[config.mk]
export PLATFORM = sky130hd
export DESIGN_NAME = seg_to_bin
export DESIGN_NICKNAME = d
export VERILOG_FILES = /design/src/rtl/seg_to_bin.sv
export SDC_FILE = /design/constraint.sdc
export NUM_CORES = 1
export LEC_CHECK = 0
export CORE_ASPECT_RATIO = 1.75
export CORE_UTILIZATION = 41
export DETAILED_ROUTE_END_ITERATION = 10
export MAX_ROUTING_LAYER = met4
export SLEW_MARGIN = 10
export SYNTH_ARGS = -nofsm -noshare
export SYNTH_HDL_FRONTEND = slang
export SYNTH_SLANG_ARGS = --single-unit
[constraint.sdc]
create_clock -name clk -period 3.3 [get_ports clk]
set_input_delay 0.33 -clock clk [delete_from_list [all_inputs] [get_ports clk]]
set_output_delay 0.33 -clock clk [all_outputs]
set_load 0.03 [all_outputs]
[src/rtl/seg_to_bin.sv]
// seg_to_bin: monitors a 4-digit multiplexed seven-segment bus and turns each
// stable, accepted segment pattern back into a per-digit binary nibble.
module seg_to_bin #(
    parameter int unsigned STABLE_CYCLES = 4
) (
    input  logic        clk,
    input  logic        rst_n,
    input  logic [3:0]  an,
    input  logic [6:0]  num,
    input  logic        clr,
    output logic [15:0] value,
    output logic [3:0]  digit_vld,
    output logic        upd,
    output logic        bad_pat,
    output logic [7:0]  err_cnt
);

    localparam logic [7:0] CntMax = 8'(STABLE_CYCLES - 1);
    localparam logic [6:0] SegBlank = 7'h7F;

    typedef enum logic {StSettle, StLocked} state_e;

    // {an, num} as one sample word: an in [10:7], num in [6:0]
    logic [10:0] sync1_q, s2_q, s2d_q;
    logic [7:0]  cnt_q, cnt_d;
    state_e      state_q, state_d;
    logic        same;
    logic        accept;

    logic        glyph_ok;
    logic [3:0]  glyph_nib;
    logic        sel_ok;
    logic [1:0]  sel_idx;

    logic [15:0] value_q, value_d;
    logic [3:0]  vld_q, vld_d;
    logic        upd_q, upd_d;
    logic        bad_q, bad_d;
    logic [7:0]  err_q, err_d;

    assign same = (s2_q == s2d_q);

    // Two-flop synchronizer plus one delay stage used for change detection
    always_ff @(posedge clk or negedge rst_n) begin
        if (!rst_n) begin
            sync1_q <= '0;
            s2_q    <= '0;
            s2d_q   <= '0;
        end else begin
            sync1_q <= {an, num};
            s2_q    <= sync1_q;
            s2d_q   <= s2_q;
        end
    end

    // Stability counter: restarts on any change, saturates at the accept threshold
    always_comb begin
        cnt_d = cnt_q;
        if (!same) begin
            cnt_d = '0;
        end else if (cnt_q != CntMax) begin
            cnt_d = cnt_q + 8'd1;
        end
    end

    // Settle/lock FSM: accept fires once per stable period
    always_comb begin
        state_d = state_q;
        accept  = 1'b0;
        unique case (state_q)
            StSettle: begin
                if (same && (cnt_q == CntMax)) begin
                    accept  = 1'b1;
                    state_d = StLocked;
                end
            end
            StLocked: begin
                if (!same) begin
                    state_d = StSettle;
                end
            end
            default: state_d = StSettle;
        endcase
    end

    // Counter and FSM state registers
    always_ff @(posedge clk or negedge rst_n) begin
        if (!rst_n) begin
            cnt_q   <= '0;
            state_q <= StSettle;
        end else begin
            cnt_q   <= cnt_d;
            state_q <= state_d;
        end
    end

    // Glyph table: active-low segments a..g back to a hex nibble
    always_comb begin
        glyph_ok  = 1'b1;
        glyph_nib = 4'h0;
        case (s2_q[6:0])
            7'h01: glyph_nib = 4'h0;
            7'h4F: glyph_nib = 4'h1;
            7'h12: glyph_nib = 4'h2;
            7'h06: glyph_nib = 4'h3;
            7'h4C: glyph_nib = 4'h4;
            7'h24: glyph_nib = 4'h5;
            7'h20: glyph_nib = 4'h6;
            7'h0F: glyph_nib = 4'h7;
            7'h00: glyph_nib = 4'h8;
            7'h0C: glyph_nib = 4'h9;
            7'h08: glyph_nib = 4'hA;
            7'h60: glyph_nib = 4'hB;
            7'h31: glyph_nib = 4'hC;
            7'h42: glyph_nib = 4'hD;
            7'h30: glyph_nib = 4'hE;
            7'h38: glyph_nib = 4'hF;
            default: glyph_ok = 1'b0;
        endcase
    end

    // Digit select: only a single low anode identifies a digit slot
    always_comb begin
        sel_ok  = 1'b1;
        sel_idx = 2'd0;
        case (s2_q[10:7])
            4'b1110: sel_idx = 2'd0;
            4'b1101: sel_idx = 2'd1;
            4'b1011: sel_idx = 2'd2;
            4'b0111: sel_idx = 2'd3;
            default: sel_ok = 1'b0;
        endcase
    end

    // Output next-state: clear has priority and discards a coincident accept
    always_comb begin
        value_d = value_q;
        vld_d   = vld_q;
        upd_d   = 1'b0;
        bad_d   = 1'b0;
        err_d   = err_q;
        if (clr) begin
            value_d = '0;
            vld_d   = '0;
            upd_d   = (value_q != '0) || (vld_q != '0);
        end else if (accept && sel_ok) begin
            if (glyph_ok) begin
                value_d[{sel_idx, 2'b00} +: 4] = glyph_nib;
                vld_d[sel_idx]                 = 1'b1;
                upd_d = (value_q[{sel_idx, 2'b00} +: 4] != glyph_nib) || !vld_q[sel_idx];
            end else begin
                vld_d[sel_idx] = 1'b0;
                upd_d          = vld_q[sel_idx];
                if (s2_q[6:0] != SegBlank) begin
                    bad_d = 1'b1;
                    if (err_q != 8'hFF) begin
                        err_d = err_q + 8'd1;
                    end
                end
            end
        end
    end

    // Output registers
    always_ff @(posedge clk or negedge rst_n) begin
        if (!rst_n) begin
            value_q <= '0;
            vld_q   <= '0;
            upd_q   <= 1'b0;
            bad_q   <= 1'b0;
            err_q   <= '0;
        end else begin
            value_q <= value_d;
            vld_q   <= vld_d;
            upd_q   <= upd_d;
            bad_q   <= bad_d;
            err_q   <= err_d;
        end
    end

    assign value     = value_q;
    assign digit_vld = vld_q;
    assign upd       = upd_q;
    assign bad_pat   = bad_q;
    assign err_cnt   = err_q;

endmodule
==> impl_metrics.toml <==
[run_status]
outcome = "finished, final reports clean"

[place]
dp_cells = 482
place_hpwl_um = 6180
port_buffers = 43
gp_congestion = 0.879

[yosys]
syn_avg_cell_area_um2 = 10.7
yosys_most_used_dff = "dfrtp_1"
async_flop_share_pct = 100
ys_types = 50
synth_edf_count = 0
syn_inst = 330
ys_seq_area_share_pct = 51.2
syn_area_um2 = 3520
yosysWarningCount = 0
synth_nets = 351
ys_seq_elements = 72

[sta]
fin_tns_setup_ns = 0
slew_violations = 0
setup_violations = 0
relSlewSlack_pct = 46.7
hold_viol = 0
hold_ws_ns = 0.0553
fin_skew_ns = 0.00708
period_share_pct = 83.3
fin_crit_ns = 2.75
worst_pin_slew_ns = 0.795
fmax_mhz = 364
rsz0062_at_grt = "no"

[cells_and_area]
antenna_cells = 0
drive_gt1_share_pct = 9.40
fin_nets = 399
final_core_util_pct = 52.7
final_cell_mix = "dfrtp_1 (72), clkdlybuf4s50_1 (42), xor2_1 (23), nand2_1 (23), nor2_1 (20)"
nFillCells = 740
fin_cells = 498
final_common_cell = "dfrtp_1"
syn_to_final_growth_pct = 24.4

[global_route]
grt_pass1_vias = 2711
grt_max_degree = 36
grt-ovfl-total = 0
antenna_found_initial = 0
grt_usage_pct = 21.0
grt_pass1_wl_um = 13700

[job]
maxCapViolations = 0

[clocking]
h-tree-depth = 3
clk_latency_ns = 0.34
cts_tree = "done"
clockBufferDepth = 2
path_clk_slew_ns = 0.06
cts-root-buf = "clkbuf_16"
cts_sinks = 72
ctsResizeCount = 0
post_cts_buffers = 0
numCtsBuffers = 9
hold_buffers = 0

[floorplan]
start_util_pct = 42.4
die-height_um = 125
die_area_um2 = 8980
die_w_um = 72.1
core_um2 = 8310
ios = 44
rows = 44

[routing]
vias = 2736
ant_nets = 0
drt_first_iter_violations = 128
wl_um = 8590
vias_per_cell = 5.49
wire_per_inst_um = 17.2
dr.pass1.iters = 4
remaining_drc_errors = 0

[worst_setup_path]
crit_required_ns = 3.52
crit_path_max_fanout = 15
worstPathArrival_ns = 2.97
crit_path_end_kind = "flip-flop"
criticalPathCategory = "reg2reg"
cp-start-kind = "flip-flop"

[worst_hold_path]
min_path_type = "in2async"

[power]
p_per_area_nw_per_um2 = 458
vdd_drop_max_mv = 0.256
leakage_nw = 1.81
finalPower_mw = 2.01
## final timing paths
check | from | endpoint | slack, ns | cells past startpoint
worst max-delay path | s2_q[2]$_DFF_PN0_ | err_cnt[1]$_DFFE_PN0P_ | 0.55 | 7
worst min-delay path | rst_n | sync1_q[10]$_DFF_PN0_ | 0.06 | 1
worst max register to register | s2_q[2]$_DFF_PN0_ | err_cnt[1]$_DFFE_PN0P_ | 0.55 | 7
worst min register to register | sync1_q[8]$_DFF_PN0_ | s2_q[8]$_DFF_PN0_ | 0.35 | 0
max in group asynchronous | rst_n | s2d_q[1]$_DFF_PN0_ | 2.41 | 2
min in group clk | sync1_q[8]$_DFF_PN0_ | s2_q[8]$_DFF_PN0_ | 0.35 | 0
## layout make-up
type	instances	area [um2]	area share (%)
Clock buffer	9	225	5.14
Clock inverter	7	66.3	1.51
Inverter	5	18.8	0.429
Multi-Input combinational cell	237	1620	37.1
Sequential cell	72	1800	41.1
Tap cell	115	144	3.29
Timing Repair Buffer	53	500	11.4
## through the flow
stage | setup slack, ns | instance area, um2
global placement | 0.611 | 4090
global route | 0.377 | 4380
detailed placement | 0.551 | 4090
floorplan | 0.865 | 3520
finish | 0.550 | 4380
CTS | 0.545 | 4380
## worst max-delay path, cell delays in order, from the launching register on
cell     delay [ns]
dfrtp_1        0.65
nor2_1         0.17
nand4_1        0.13
o21ai_0        0.15
a311o_1        0.40
nor3_2         0.50
and3_2         0.31
mux2_1         0.32
## where the power goes
group	switching (mW)	internal (mW)	total, mW	leakage (nW)
Clock	0.417	0.531	0.948	0.145
Sequential	0.0238	0.903	0.927	0.930
Combinational	0.0780	0.0551	0.133	0.739
## cell families after synthesis
| group | Yosys count | synth area share, % |
|---|---|---|
| flip-flops | 72 | 51.2 |
| AND/OR/NAND/NOR | 131 | 21.5 |
| XOR/XNOR | 32 | 7.96 |
| multiplexers | 14 | 4.19 |
| adder cells (fa/ha/maj) | 7 | 2.49 |
| buffers and inverters | 21 | 2.74 |
| AO/OA/AOI/OAI | 53 | 9.99 |
## cells in the mapped netlist, types with 2 or more instances
cell type | n | area, um2
dfrtp_1 | 72 | 1800
nand2_1 | 23 | 86.3
xor2_1 | 23 | 201
nor2_1 | 20 | 75.1
nand3_1 | 16 | 80.1
a21oi_1 | 13 | 65.1
and3_1 | 13 | 81.3
nand3b_1 | 13 | 97.6
mux2i_1 | 11 | 110
o21ai_0 | 9 | 45.0
xnor2_1 | 9 | 78.8
buf_2 | 8 | 40.0
nand2b_1 | 8 | 50.1
nor4_1 | 8 | 50.1
clkbuf_1 | 7 | 26.3
ha_1 | 7 | 87.6
nand4_1 | 6 | 37.5
o31ai_1 | 6 | 45.0
and4_1 | 5 | 43.8
inv_1 | 5 | 18.8
a311oi_1 | 4 | 35.0
a32oi_1 | 4 | 35.0
a31oi_1 | 3 | 18.8
nor3_1 | 3 | 15.0
nor3b_1 | 3 | 22.5
o211ai_1 | 3 | 22.5
a22oi_1 | 2 | 15.0
nor2b_1 | 2 | 12.5
o22ai_1 | 2 | 12.5
or3_1 | 2 | 12.5
## routing by layer
metal | track usage [%] | part of all wire, %
met2 | 36.3 | 55
met5 | - | 0
met4 | 9.23 | 2.1
met1 | 22.4 | 39
met3 | 4.69 | 3.6
## flip-flops by register name, indices dropped and copies added (netlist names)
name / count
value: 16
bad_pat: 1
cnt_q: 8
digit_vld: 4
sync1_q: 11
upd: 1
s2_q: 11
s2d_q: 11
state_q: 1
err_cnt: 8
No activity file was read; power rests on OpenSTA's default activity.
